--- config.mk ---
export PLATFORM = sky130hd
export DESIGN_NAME = addsub_pipe
export DESIGN_NICKNAME = d
export VERILOG_FILES = /design/src/rtl/calc_pkg.sv /design/src/rtl/addsub_chunk.sv /design/src/rtl/addsub_pipe.sv
export SDC_FILE = /design/constraint.sdc
export NUM_CORES = 1
export LEC_CHECK = 0
export CAP_MARGIN = 20
export CORE_UTILIZATION = 49
export DETAILED_ROUTE_END_ITERATION = 10
export PLACE_DENSITY = 0.75
export SYNTH_ARGS = -nofsm -noshare
export SYNTH_HDL_FRONTEND = slang
export SYNTH_SLANG_ARGS = --single-unit
--- constraint.sdc ---
create_clock -name clk -period 1.7 [get_ports clk]
set_input_delay 0.425 -clock clk [delete_from_list [all_inputs] [get_ports clk]]
set_output_delay 0.425 -clock clk [all_outputs]
set_load 0.02 [all_outputs]
--- src/rtl/calc_pkg.sv ---
// Shared constants for the add/subtract datapath: op encoding and default geometry.
package calc_pkg;

  typedef enum logic {
    OP_ADD = 1'b0,
    OP_SUB = 1'b1
  } op_e;

  localparam int unsigned DEF_WIDTH = 8;
  localparam int unsigned DEF_CHUNK = 2;

endpackage

--- src/rtl/addsub_chunk.sv ---
// Combinational CHUNK-bit ripple-carry adder slice.
module addsub_chunk
  import calc_pkg::*;
#(
  parameter int unsigned CHUNK = DEF_CHUNK
) (
  input  logic [CHUNK-1:0] a,
  input  logic [CHUNK-1:0] b,
  input  logic             c_in,
  output logic [CHUNK-1:0] s,
  output logic             c_out
);

  logic [CHUNK:0] w_c;

  always_comb begin
    w_c    = '0;
    w_c[0] = c_in;
    s      = '0;
    for (int unsigned i = 0; i < CHUNK; i++) begin
      s[i]     = a[i] ^ b[i] ^ w_c[i];
      w_c[i+1] = (a[i] & b[i]) | (w_c[i] & (a[i] ^ b[i]));
    end
  end

  assign c_out = w_c[CHUNK];

endmodule

--- src/rtl/addsub_pipe.sv ---
// Pipelined adder/subtractor resolving CHUNK bits per stage with valid/ready flow control.
// Optional signed saturation of the result when ADDSUB_SAT_EN is defined.
module addsub_pipe
  import calc_pkg::*;
#(
  parameter int unsigned WIDTH = DEF_WIDTH,
  parameter int unsigned CHUNK = DEF_CHUNK
) (
  input  logic             clk,
  input  logic             rst_n,
  input  logic             in_valid,
  output logic             in_ready,
  input  logic [WIDTH-1:0] a,
  input  logic [WIDTH-1:0] b,
  input  logic             op_sub,
  output logic             out_valid,
  input  logic             out_ready,
  output logic [WIDTH-1:0] sum,
  output logic             carry_out,
  output logic             overflow
);

  localparam int unsigned STAGES = (CHUNK == 0) ? 1 : WIDTH / CHUNK;

  if (CHUNK == 0 || WIDTH < 2 || (WIDTH % CHUNK) != 0) begin : g_param_check
    $error("addsub_pipe: WIDTH (%0d) must be >= 2 and a multiple of CHUNK (%0d)", WIDTH, CHUNK);
  end

  logic w_en;
  logic w_sub;

  assign w_sub    = (op_e'(op_sub) == OP_SUB);
  assign w_en     = !out_valid || out_ready;
  assign in_ready = w_en;

  // Each stage carries only the operand bits not yet resolved and the low sum bits already done.
  for (genvar k = 0; k < STAGES; k++) begin : g_stage
    localparam int unsigned REM = WIDTH - k * CHUNK;
    localparam int unsigned LOW = (k + 1) * CHUNK;

    logic [REM-1:0]   w_a;
    logic [REM-1:0]   w_b;
    logic             w_cin;
    logic             w_vin;
    logic [CHUNK-1:0] w_s;
    logic             w_cout;
    logic [LOW-1:0]   w_cat;
    logic [LOW-1:0]   w_next;

    logic             r_v;
    logic             r_c;
    logic [LOW-1:0]   r_s;

    if (k == 0) begin : g_head
      assign w_a   = a;
      assign w_b   = b ^ {WIDTH{w_sub}};
      assign w_cin = w_sub;
      assign w_vin = in_valid;
      assign w_cat = w_s;
    end else begin : g_link
      assign w_a   = g_stage[k-1].g_fwd.r_a_hi;
      assign w_b   = g_stage[k-1].g_fwd.r_b_hi;
      assign w_cin = g_stage[k-1].r_c;
      assign w_vin = g_stage[k-1].r_v;
      assign w_cat = {w_s, g_stage[k-1].r_s};
    end

    addsub_chunk #(
      .CHUNK(CHUNK)
    ) u_chunk (
      .a    (w_a[CHUNK-1:0]),
      .b    (w_b[CHUNK-1:0]),
      .c_in (w_cin),
      .s    (w_s),
      .c_out(w_cout)
    );

    if (k < STAGES - 1) begin : g_fwd
      logic [REM-CHUNK-1:0] r_a_hi;
      logic [REM-CHUNK-1:0] r_b_hi;

      always_ff @(posedge clk or negedge rst_n) begin
        if (!rst_n) begin
          r_a_hi <= '0;
          r_b_hi <= '0;
        end else if (w_en) begin
          r_a_hi <= w_a[REM-1:CHUNK];
          r_b_hi <= w_b[REM-1:CHUNK];
        end
      end

      assign w_next = w_cat;
    end else begin : g_last
      logic w_ov;
      logic r_ov;

      // w_b is already the effective (inverted for subtract) operand.
      assign w_ov = (w_a[CHUNK-1] == w_b[CHUNK-1]) && (w_s[CHUNK-1] != w_a[CHUNK-1]);

`ifdef ADDSUB_SAT_EN
      always_comb begin
        w_next = w_cat;
        if (w_ov) begin
          w_next = w_a[CHUNK-1] ? {1'b1, {(WIDTH-1){1'b0}}} : {1'b0, {(WIDTH-1){1'b1}}};
        end
      end
`else
      assign w_next = w_cat;
`endif

      always_ff @(posedge clk or negedge rst_n) begin
        if (!rst_n) begin
          r_ov <= 1'b0;
        end else if (w_en) begin
          r_ov <= w_ov;
        end
      end
    end

    always_ff @(posedge clk or negedge rst_n) begin
      if (!rst_n) begin
        r_v <= 1'b0;
        r_c <= 1'b0;
        r_s <= '0;
      end else if (w_en) begin
        r_v <= w_vin;
        r_c <= w_cout;
        r_s <= w_next;
      end
    end
  end

  assign out_valid = g_stage[STAGES-1].r_v;
  assign sum       = g_stage[STAGES-1].r_s;
  assign carry_out = g_stage[STAGES-1].r_c;
  assign overflow  = g_stage[STAGES-1].g_last.r_ov;

endmodule

=== Yosys cells after proc, flatten, opt, wreduce, memory -nomap -nowiden ===
Cells that the tools add are included.
W data, S select, Z words.

* Bits of input ports: 21
* Output and inout bits: 12
* Word-level logic and storage cells: 65
* Flip-flop bits (word level): 53

* Reduce and logical (&&, ||, !) cells: 3
* Bitwise logic cells: 41
* Equality and inequality tests: 2

{| class="wikitable"
|+ Operator list
! kind !! number
|-
| $and A1 B1 Y1 || 16
|-
| $xor A1 B1 Y1 || 16
|-
| $or A1 B1 Y1 || 8
|-
| $xor A8 B8 Y8 || 1
|-
| $eq A1 B1 Y1 || 1
|-
| $logic_and A1 B1 Y1 || 1
|-
| $logic_not A1 Y1 || 1
|-
| $logic_or A1 B1 Y1 || 1
|-
| $ne A1 B1 Y1 || 1
|}

=== Logic depth before layout (Yosys ltp) ===
* Word-level depth: 6
* Gate-level depth with buffers: 6
* Mapped depth without buffers: 5

=== Modules after synthesis ===
From an unflattened synthesis, not the netlist that was laid out.

* Cells, all modules: 165
* Area total of the unflattened synthesis: 2,602.5 um^2

{| class="wikitable"
|+ By module, submodules not included
! module !! times used !! seq. area each (um^2) !! area each (um^2) !! cells an instance
|-
| addsub_pipe || 1 || 1,326.3 || 2,322.2 || 125
|-
| addsub_chunk || 4 || 0.0 || 70.1 || 10
|}

=== Worst setup path before layout ===
Ideal clock, no wire load.

* Path kind: input -> register
* From: in op_sub
* To: reg g_stage[0].r_s[1]
* Library setup time: 0.125 ns
* Arrival: 1.650 ns
* Buffers on the path: 1
* Path slack: -0.075 ns
* Stages: 4
* Data required time: 1.575 ns
* Path through: clkbuf_1 > xor2_1 > fa_1 > mux2_4

* Cells in the longest elaborated chain, start to end: 5
* Elaborated cells on any way between the ends: 7
* Those cells by class: bitwise (7)

{| class="wikitable"
|+ Ends and longest elaborated chain
! element !! RTL line !! source
|-
| start: declaration || addsub_pipe.sv:15 || <nowiki>input logic op_sub,</nowiki>
|-
| $xor A8 B8 Y8 || addsub_pipe.sv:56 || <nowiki>assign w_b = b ^ {WIDTH{w_sub}};</nowiki>
|-
| $xor A1 B1 Y1 || addsub_chunk.sv:22 || <nowiki>w_c[i+1] = (a[i] & b[i]) | (w_c[i] & (a[i] ^ b[i]));</nowiki>
|-
| $and A1 B1 Y1 || addsub_chunk.sv:22 ||
|-
| $or A1 B1 Y1 || addsub_chunk.sv:22 ||
|-
| $xor A1 B1 Y1 * || addsub_chunk.sv:21 || <nowiki>s[i] = a[i] ^ b[i] ^ w_c[i];</nowiki>
|-
| via g_stage[0].u_chunk.s[1] || addsub_chunk.sv:10 || <nowiki>output logic [CHUNK-1:0] s,</nowiki>
|-
| end signal: assignment || addsub_pipe.sv:128 || <nowiki>r_s <= w_next;</nowiki>
|-
| end: declaration || addsub_pipe.sv:52 || <nowiki>logic [LOW-1:0] r_s;</nowiki>
|}

Mark *: on every way through the listed nets, which the timed path passes. The rest lies on a longest branch.
A chain may end at the register's enable or synchronous reset.

=== Worst setup path after layout ===
* From: reg g_stage[2].r_c
* To: reg g_stage[3].g_last.r_ov (netlist: overflow)

* Cells in the longest elaborated chain, start to end: 5

{| class="wikitable"
|+ Ends and longest elaborated chain
! element !! RTL line !! source
|-
| start: declaration || addsub_pipe.sv:51 || <nowiki>logic r_c;</nowiki>
|-
| start signal: assignment || addsub_pipe.sv:127 || <nowiki>r_c <= w_cout;</nowiki>
|-
| $and A1 B1 Y1 || addsub_chunk.sv:22 ||
|-
| $or A1 B1 Y1 || addsub_chunk.sv:22 ||
|-
| $xor A1 B1 Y1 || addsub_chunk.sv:21 ||
|-
| $ne A1 B1 Y1 || addsub_pipe.sv:98 || <nowiki>assign w_ov = (w_a[CHUNK-1] == w_b[CHUNK-1]) && (w_s[CHUNK-1] != w_a[CHUNK-1]);</nowiki>
|-
| $logic_and A1 B1 Y1 || addsub_pipe.sv:98 ||
|-
| end signal: assignment || addsub_pipe.sv:115 || <nowiki>r_ov <= w_ov;</nowiki>
|-
| end: declaration || addsub_pipe.sv:95 || <nowiki>logic r_ov;</nowiki>
|}

Every way passes these cells.

==> results.toml <==
[run_status]
outcome = "finished with violations"
violations = "setup timing"

[placed_design]
gp_congestion = 0.703
io_buffers = 32
dpl.hpwl_um = 2650

[timing]
final_max_slew_viol_count = 0
max_freq_mhz = 583
maxSlewHeadroom_pct = 82.0
worst_slack_ps = -14.8
finalCritPeriodShare_pct = 101
fin_skew_ps = 8.83
rsz0062_at_grt = "yes"
hold_viol = 0
setup_violations = 1
setup_tns_ps = -14.8
tightest_slew_ps = 269
fin_crit_ps = 1710

[worst_hold_path]
hold_class = "in -> async"

[detailed_routing]
dr.pass1.iters = 4
wl_um = 3750
routedWlPerCell_um = 14.0
vias_per_cell = 4.76
vias = 1276
drt_first_iter_violations = 76
ant_nets = 0
drc_errors = 0

[pwr]
irDropWorstVdd_mv = 0.611
power.leakage_nw = 1.48
power.density_nw_per_um2 = 1710

[layout]
syn_to_final_growth_pct = 23.8
n_antenna_cell = 0
n_fill_cell = 355
layout-drive-gt1-share_pct = 33.8
final_util_pct = 63.4
num-nets-final = 229

[logic_synthesis]
yosysSeqAreaShare_pct = 54.5
ys_types = 22
yosysWarnings = 0
syn_avg_cell_area_um2 = 15.5
syn_inst = 157
syn-cell-area_um2 = 2430
synthFlopType = "dfrtp_1"
async_flop_share_pct = 100
ys_ff_latch = 53
synth_fp_nets = 186
synth_edf_count = 0

[global_route]
grt.total_usage_pct = 16.2
grt_pass1_wl_um = 6290
grt_max_degree = 54
grt_overflow = 0
antenna_found_initial = 0
grt_pass1_vias = 1307

[job]
max_cap_viol_count = 0

[cts]
clk_pin_slew_ps = 90
cts_tree = "yes"
worstSkewPairLatency_ps = 300
cts_buffers = 5
clockBufferDepth = 2
htreeDepth = 2
cts_root_buf = "clkbuf_8"
cts_sinks = 53
cts_hold_buf = 0

[floorplanning]
core_um2 = 4750
die-area_um2 = 5250
fp-row-count = 25
fp.dieW_um = 72.5
num_io_pins = 33
start_util_pct = 51.2
dieHeight_um = 72.5

[critical_path]
path_max_fanout = 2
end_kind = "flip-flop"
cp.arrival_ps = 1920
crit_type = "reg -> reg"
crit_buf_inv = 1
worstPathRequired_ps = 1910
max_stage_delay_ps = 470
path_delay_family = "adder cells"
crit_chain = "inv_2, fa_2, fa_1, xor2_1, o31ai_1"
start_kind = "flip-flop"
slowest_stage = "fa_1"
[final timing paths]
path                                 from  depth (start not counted)                         end  slack, ps
max                        g_stage[2].r_c                          5                    overflow        -10
min                                 rst_n                          2           g_stage[2].r_s[3]        100
max reg2reg                g_stage[2].r_c                          5                    overflow        -10
min reg2reg                g_stage[2].r_v                          1                   out_valid        460
max in group asynchronous           rst_n                          2  g_stage[0].g_fwd.r_b_hi[3]       1380
min in group clk           g_stage[2].r_v                          1                   out_valid        460
[placed cells by master (no fill, tap or decap), types with 2 or more instances in the layout]
master	count
dfrtp_1	53
mux2_4	29
clkdlybuf4s50_1	16
inv_1	13
mux2_2	12
buf_4	10
dlymetal6s2s_1	9
nor3b_1	7
a21oi_1	7
xor2_1	6
fa_1	6
clkbuf_8	6
dlygate4sd2_1	5
mux2i_1	4
inv_2	2
xnor2_1	2
buf_12	2
[metrics by stage]
stage	hold WS, ps	power [mW]	area (um^2)	setup WS [ps]	cells
4_1_cts	107	5.15	2970	-52.6	266
3_5_place_dp	434	4.29	2850	-384	258
5_1_grt	127	5.50	3010	-60.3	268
3_3_place_gp	431	4.16	2850	-353	258
6_report	98.1	5.15	3010	-14.8	268
2_1_floorplan	129	3.63	2440	20.0	157
[synth_stat cells, types with 2 or more instances]
library cell	count	area share, %
a21oi_1	7	1.4
buf_12	2	1.6
buf_2	2	0.41
dfrtp_1	53	54
fa_1	7	5.8
inv_1	15	2.3
mux2_2	13	6.0
mux2_4	28	17
mux2i_1	4	1.6
nor3b_1	7	2.2
xnor2_1	2	0.72
xor2_1	7	2.5
[power by group]
group	internal [mW]	switching [mW]	total (mW)
logic	1.26	0.919	2.18
registers	1.82	0.296	2.12
clock network	0.480	0.382	0.862
[area by class of cell]
| class | count | area [um^2] | share of cell area, % |
|---|---|---|---|
| Multi-Input combinational cell | 80 | 975 | 32.3 |
| Clock inverter | 1 | 30.0 | 0.996 |
| Clock buffer | 7 | 86.3 | 2.86 |
| Timing Repair Buffer | 44 | 448 | 14.9 |
| Inverter | 16 | 65.1 | 2.16 |
| Sequential cell | 53 | 1330 | 44.0 |
| Tap cell | 67 | 83.8 | 2.78 |
[kinds of logic after synthesis]
group	count (synthesis)	share of synthesized area [%]
XOR/XNOR	9	3.24
AO/OA/AOI/OAI	8	1.75
adder cells (fa/ha/maj)	8	6.27
AND/OR/NAND/NOR	10	3.08
buffers and inverters	24	6.27
flip-flops	53	54.5
multiplexers	45	24.9
[sequential cells by signal, indices dropped and copies added (netlist names)]
signal                count
g_stage.r_s              12
sum                       8
carry_out                 1
overflow                  1
g_stage.g_fwd.r_a_hi     12
g_stage.g_fwd.r_b_hi     12
out_valid                 1
g_stage.r_c               3
g_stage.r_v               3
[worst reg2reg max path, cell delays in order (launching register included)]
cell     delay [ps]
dfrtp_1         360
inv_2            50
fa_2            380
fa_1            470
xor2_1          160
o31ai_1         190
[repair_timing]
item	4_1_cts	5_1_grt
hold endpoints to repair	0	0
pin swaps	1	2
setup buffers	0	2
endpoints found under the setup margin	7	10
resized for setup	12	11
[per-layer routing]
| metal | track usage, % | share of wire [%] | vias to the layer above |
|---|---|---|---|
| met4 | 7.84 | 2.0 | 0 |
| met2 | 26.3 | 50 | 33 |
| met3 | 2.64 | 3.3 | 7 |
| met1 | 21.3 | 45 | 634 |
| met5 | 0 | 0 | - |
| li1 | - | - | 602 |
Note: power is estimated with default switching activity, not from simulation.
==> variant 1, RTL diff (same settings) <==
Build with the macro `ADDSUB_SAT_EN` defined.
--- a/src/rtl/addsub_pipe.sv
+++ b/src/rtl/addsub_pipe.sv
@@ -1,5 +1,7 @@
 // Pipelined adder/subtractor resolving CHUNK bits per stage with valid/ready flow control.
 // Optional signed saturation of the result when ADDSUB_SAT_EN is defined.
+`define ADDSUB_SAT_EN
+
 module addsub_pipe
   import calc_pkg::*;
 #(
Check against the original RTL: not equivalent (a bounded check fails within 10 cycles, from zero or initial values and one cycle with rst_n low).
==> variant 1 against the unedited design <==
- the flow still finishes with violations (setup timing)
- sequential cell count unchanged
- setup slack got worse by 210 ps
- total power increased by 7.2%
- routed wire length increased by 3.2%
- non-clock buffer count increased by 1
- final area decreased by 0.71%
- synthesized area increased by 0.31%
- critical path type unchanged
- critical endpoint is now sum[3]
==> variant 1: results (changes against the unedited design) <==
* Synth top area cells: dfrtp_1, nand2_1, fa_1 (was dfrtp_1, mux2_4, mux2_2)
* Detailed placement HPWL at 2530 µm (was 2650 µm)
* Outcome: finished, violations left (unchanged)
* Via count at 1662 (was 1276)
* Fin worst setup slack at -227 ps (was -14.8 ps)
* Synth unique cells at 29 (was 22)
* Sequential area share after synthesis at 0.543 (was 0.545)
* R2r endpoint: sum[3] (was overflow)
* Syn Nets at 275 (was 186)
* Commonest cells post-synth: nand2_1, dfrtp_1, o21ai_0 (was dfrtp_1, mux2_4, inv_1)
* R2r worst-path depth at 7 (was 5)
* Placed cells at 342 (was 258)
* Final setup vio count at 8 (was 1)
* Fill cell count at 415 (was 355)
* Failing checks: setup timing (unchanged)
* Maximum vdd drop at 0.645 mV (was 0.611 mV)
* WL/cell at 11.0 µm (was 14.0 µm)
* Worst Tran Pin Value at 476 ps (was 269 ps)
* Largest net degree at the start of global routing at 65 (was 54)
* Ratio of cells with drive above 1 in the final layout at 0.162 (was 0.338)
* Syn Inst Count at 246 (was 157)
* Vias in the first global route at 1577 (was 1307)
* Leakage at 1.51 nW (was 1.48 nW)
* Total Routing Usage GR at 0.171 (was 0.162)
* Reg-to-reg startpoint: g_stage[2].g_fwd.r_b_hi[0] (was g_stage[2].r_c)
* First-pass GRT wire length at 6800 µm (was 6290 µm)
==> variant 1: changes by cell type in the layout (fill, tap and decap cells not counted), moves of 8 or more <==
| cell | unedited run | this run |
|---|---|---|
| a21oi_2 | 0 | 9 |
| mux2_2 | 12 | 0 |
| mux2_4 | 29 | 0 |
| nand2_1 | 0 | 83 |
| nor2_1 | 0 | 8 |
| o21ai_0 | 0 | 18 |
| o21ai_1 | 0 | 8 |
==> variant 1: power groups by stage <==
stage	sequential, mW	clock, mW	combinational (mW)
finish	2.12	0.869	2.54
detailed placement	2.14	0	2.42
floorplan	2.24	0	1.69
global route	2.20	0.928	2.84
global placement	2.11	0	2.33
CTS	2.12	0.883	2.53
==> variant 1: worst max-delay path by stage <==
stage                                from        to  slack, ps  depth (start not counted)
6_report       g_stage[2].g_fwd.r_b_hi[0]    sum[3]       -230                          7
5_1_grt        g_stage[2].g_fwd.r_b_hi[0]    sum[2]       -320                          7
4_1_cts        g_stage[2].g_fwd.r_b_hi[0]    sum[3]       -220                          7
3_5_place_dp                    out_ready  in_ready       -360                          4
3_3_place_gp                    out_ready  in_ready       -360                          4
2_1_floorplan  g_stage[2].g_fwd.r_b_hi[0]    sum[0]       -210                          8
==> variant 1: kinds of logic after synthesis <==
group           after synthesis  share of synthesized area
flops                        53                      0.543
simple gates                 96                      0.156
compound gates               46                      0.118
xor+xnor                      9                     0.0323
mux                           2                    0.00820
buf+inv                      32                     0.0799
fa+ha+maj                     8                     0.0625
==> variant 1: metal layers <==
| layer | routed length [µm] | GRT usage | up-vias | part of all wire |
|---|---|---|---|---|
| met1 | 1840 | 0.220 | 777 | 0.48 |
| li1 | - | - | 841 | - |
| met4 | 63 | 0.0654 | 0 | 0.016 |
| met3 | 139 | 0.0456 | 5 | 0.036 |
| met2 | 1820 | 0.278 | 39 | 0.47 |
| met5 | 0 | 0 | - | 0 |
==> variant 1: timing repair <==
item	CTS	global route
hold buffers	0	0
resized for setup	9	18
buffers inserted	1	0
pin swaps	0	3
endpoints found under the setup margin	10	22
==> variant 1: final cells by class <==
class	count	area, µm²	share of cell area
clock inverter	1	30.0	0.0100
timing repair buffer	45	450	0.151
multi-input combinational	161	950	0.317
tap	67	83.8	0.0280
clock buffer	7	86.3	0.0288
sequential	53	1330	0.443
inverter	17	66.3	0.0222
==> variant 1: through the flow <==
stage	worst slack [ps]	hold WS [ps]	instance area, µm²
after detailed placement	-364	404	2820
after global placement	-362	401	2820
after global routing	-319	91.4	2990
after CTS	-218	74.1	2940
final	-227	67.8	2990
after floorplan	-210	129	2450
==> variant 1: worst max-delay path, cell delays in order, from the launching register on <==
cell and delay [ps]:
dfrtp_1 350, inv_2 50, fa_2 390, inv_2 60, fa_1 430, or2_4 320
a21boi_1 130, o21ai_1 80
==> variant 2, RTL diff (config.mk and constraints unchanged) <==
Without the edit above. Register the output `overflow`, with the module's reset; this adds one clock of latency there. The other outputs are not delayed to match.
--- a/src/rtl/addsub_pipe.sv
+++ b/src/rtl/addsub_pipe.sv
@@ -133,7 +133,13 @@
   assign out_valid = g_stage[STAGES-1].r_v;
   assign sum       = g_stage[STAGES-1].r_s;
   assign carry_out = g_stage[STAGES-1].r_c;
-  assign overflow  = g_stage[STAGES-1].g_last.r_ov;
+  always_ff @(posedge clk or negedge rst_n) begin
+    if (!rst_n) begin
+      overflow <= '0;
+    end else begin
+      overflow <= g_stage[STAGES-1].g_last.r_ov;
+    end
+  end
 
 endmodule
 
Check against the original RTL: not equivalent (Yosys sat finds a counterexample within 10 cycles, from zero or initial values and one cycle with rst_n low).
==> variant 2 against the unedited design <==
- setup slack improved by 39 ps
- total power shrank 3.8%
- sequential share of layout area increased by 1.6 points
- routed wire length decreased by 3.1%
- final area shrank 1.7%
- count of clock-buffer cells in the layout shrank 1
- combinational power shrank 6%
- die area grew 1.0%
- via count down 2.4%
- synthesized cell count is 0.64% higher
- sequential cell count is 1 higher
- synthesized area up 1.0%
==> variant 2: results (changes against the unedited design) <==
* Yosys warnings at 0 (unchanged)
* Syn Inst Count at 158 (was 157)
* Multi-input logic area at 963 µm² (was 975 µm²)
* Placed cells at 257 (was 258)
* Sequential share of power at 0.434 (was 0.411)
* Ratio of cells with drive above 1 in the final layout at 0.327 (was 0.338)
* Min Hold Slack at 93.4 ps (was 98.1 ps)
* Clock-cell share at 0.0333 (was 0.0386)
* Multi-input combinational area share at 0.325 (was 0.323)
* Maximum vdd drop at 0.691 mV (was 0.611 mV)
* Vias in the first global route at 1365 (was 1307)
* Outcome: completed (was finished, violations left)
* Dpl ws at -403 ps (was -384 ps)
* Synth top area cells: dfrtp_1, mux2_4, mux2_2 (unchanged)
* DR iter-0 viols at 84 (was 76)
* Worst Tran Pin Value at 281 ps (was 269 ps)
* Total Routing Usage GR at 0.165 (was 0.162)
* Critical path origin: g_stage[2].r_c (unchanged)
* Total wire length at 3630 µm (was 3750 µm)
* Signal buf overhead at 0.136 (was 0.149)
* Via count at 1246 (was 1276)
* Fin nets at 227 (was 229)
* Iteration count of the initial detailed-routing pass at 4 (unchanged)
* Largest net degree at the start of global routing at 55 (was 54)
* Worst Skew at 4.85 ps (was 8.83 ps)
* Gpl congestion at 0.683 (was 0.703)
* Syn-to-layout area delta at 20.5% (was 23.8%)
* Fill cell count at 375 (was 355)
* Sequential area share after synthesis at 0.549 (was 0.545)
* Fin worst setup slack at 24.2 ps (was -14.8 ps)
* Leakage at 1.40 nW (was 1.48 nW)
* Internal power at 3.35 mW (was 3.56 mW)
* R2r endpoint: g_stage[3].g_last.r_ov (was overflow)
* First-pass GRT wire length at 6430 µm (was 6290 µm)
* Sequential share of cell area at 0.456 (was 0.440)
* Commonest cells post-synth: dfrtp_1, mux2_4, inv_1 (unchanged)
* Placement-stage cell area at 2860 µm² (was 2850 µm²)
* Vias per inst at 4.68 (was 4.76)
* Seq cells post-synth at 54 (was 53)
* Critical Path AT at 1900 ps (was 1920 ps)
* Fin util at 0.619 (was 0.634)
* P_sw at 1.61 mW (was 1.60 mW)
* Clock buffers at 6 (was 7)
* Clock power frac at 0.153 (was 0.167)
* Detailed placement HPWL at 2580 µm (was 2650 µm)
[variant 2: cells by family (layout without fill, tap and decap cells)]
logic type,count (synthesis),after routing,share of synthesized area
adder cells (fa/ha/maj),8,8,0.0621
buffers and inverters,24,65,0.0621
flip-flops,54,54,0.549
XOR/XNOR,9,9,0.0320
multiplexers,45,45,0.247
AO/OA/AOI/OAI,8,8,0.0173
AND/OR/NAND/NOR,10,10,0.0305
[variant 2: metal layers]
metal	global-route usage	vias to the layer above	part of all wire
met1	0.218	613	0.47
met4	0.0850	0	0.018
met3	0.0331	5	0.037
met2	0.260	30	0.48
li1	-	598	-
met5	0	-	0
[variant 2: worst max-delay path, stage by stage (launching register included)]
cell	delay, ps
dfrtp_1	350
inv_2	50
fa_2	380
fa_1	470
xor2_1	160
o31ai_1	180
[variant 2: what timing repair did]
| action | 4_1_cts | 5_1_grt |
|---|---|---|
| endpoints found under the setup margin | 11 | 3 |
| pin swaps | 1 | 1 |
| gates resized for setup | 17 | 2 |
| buffers inserted | 0 | 1 |
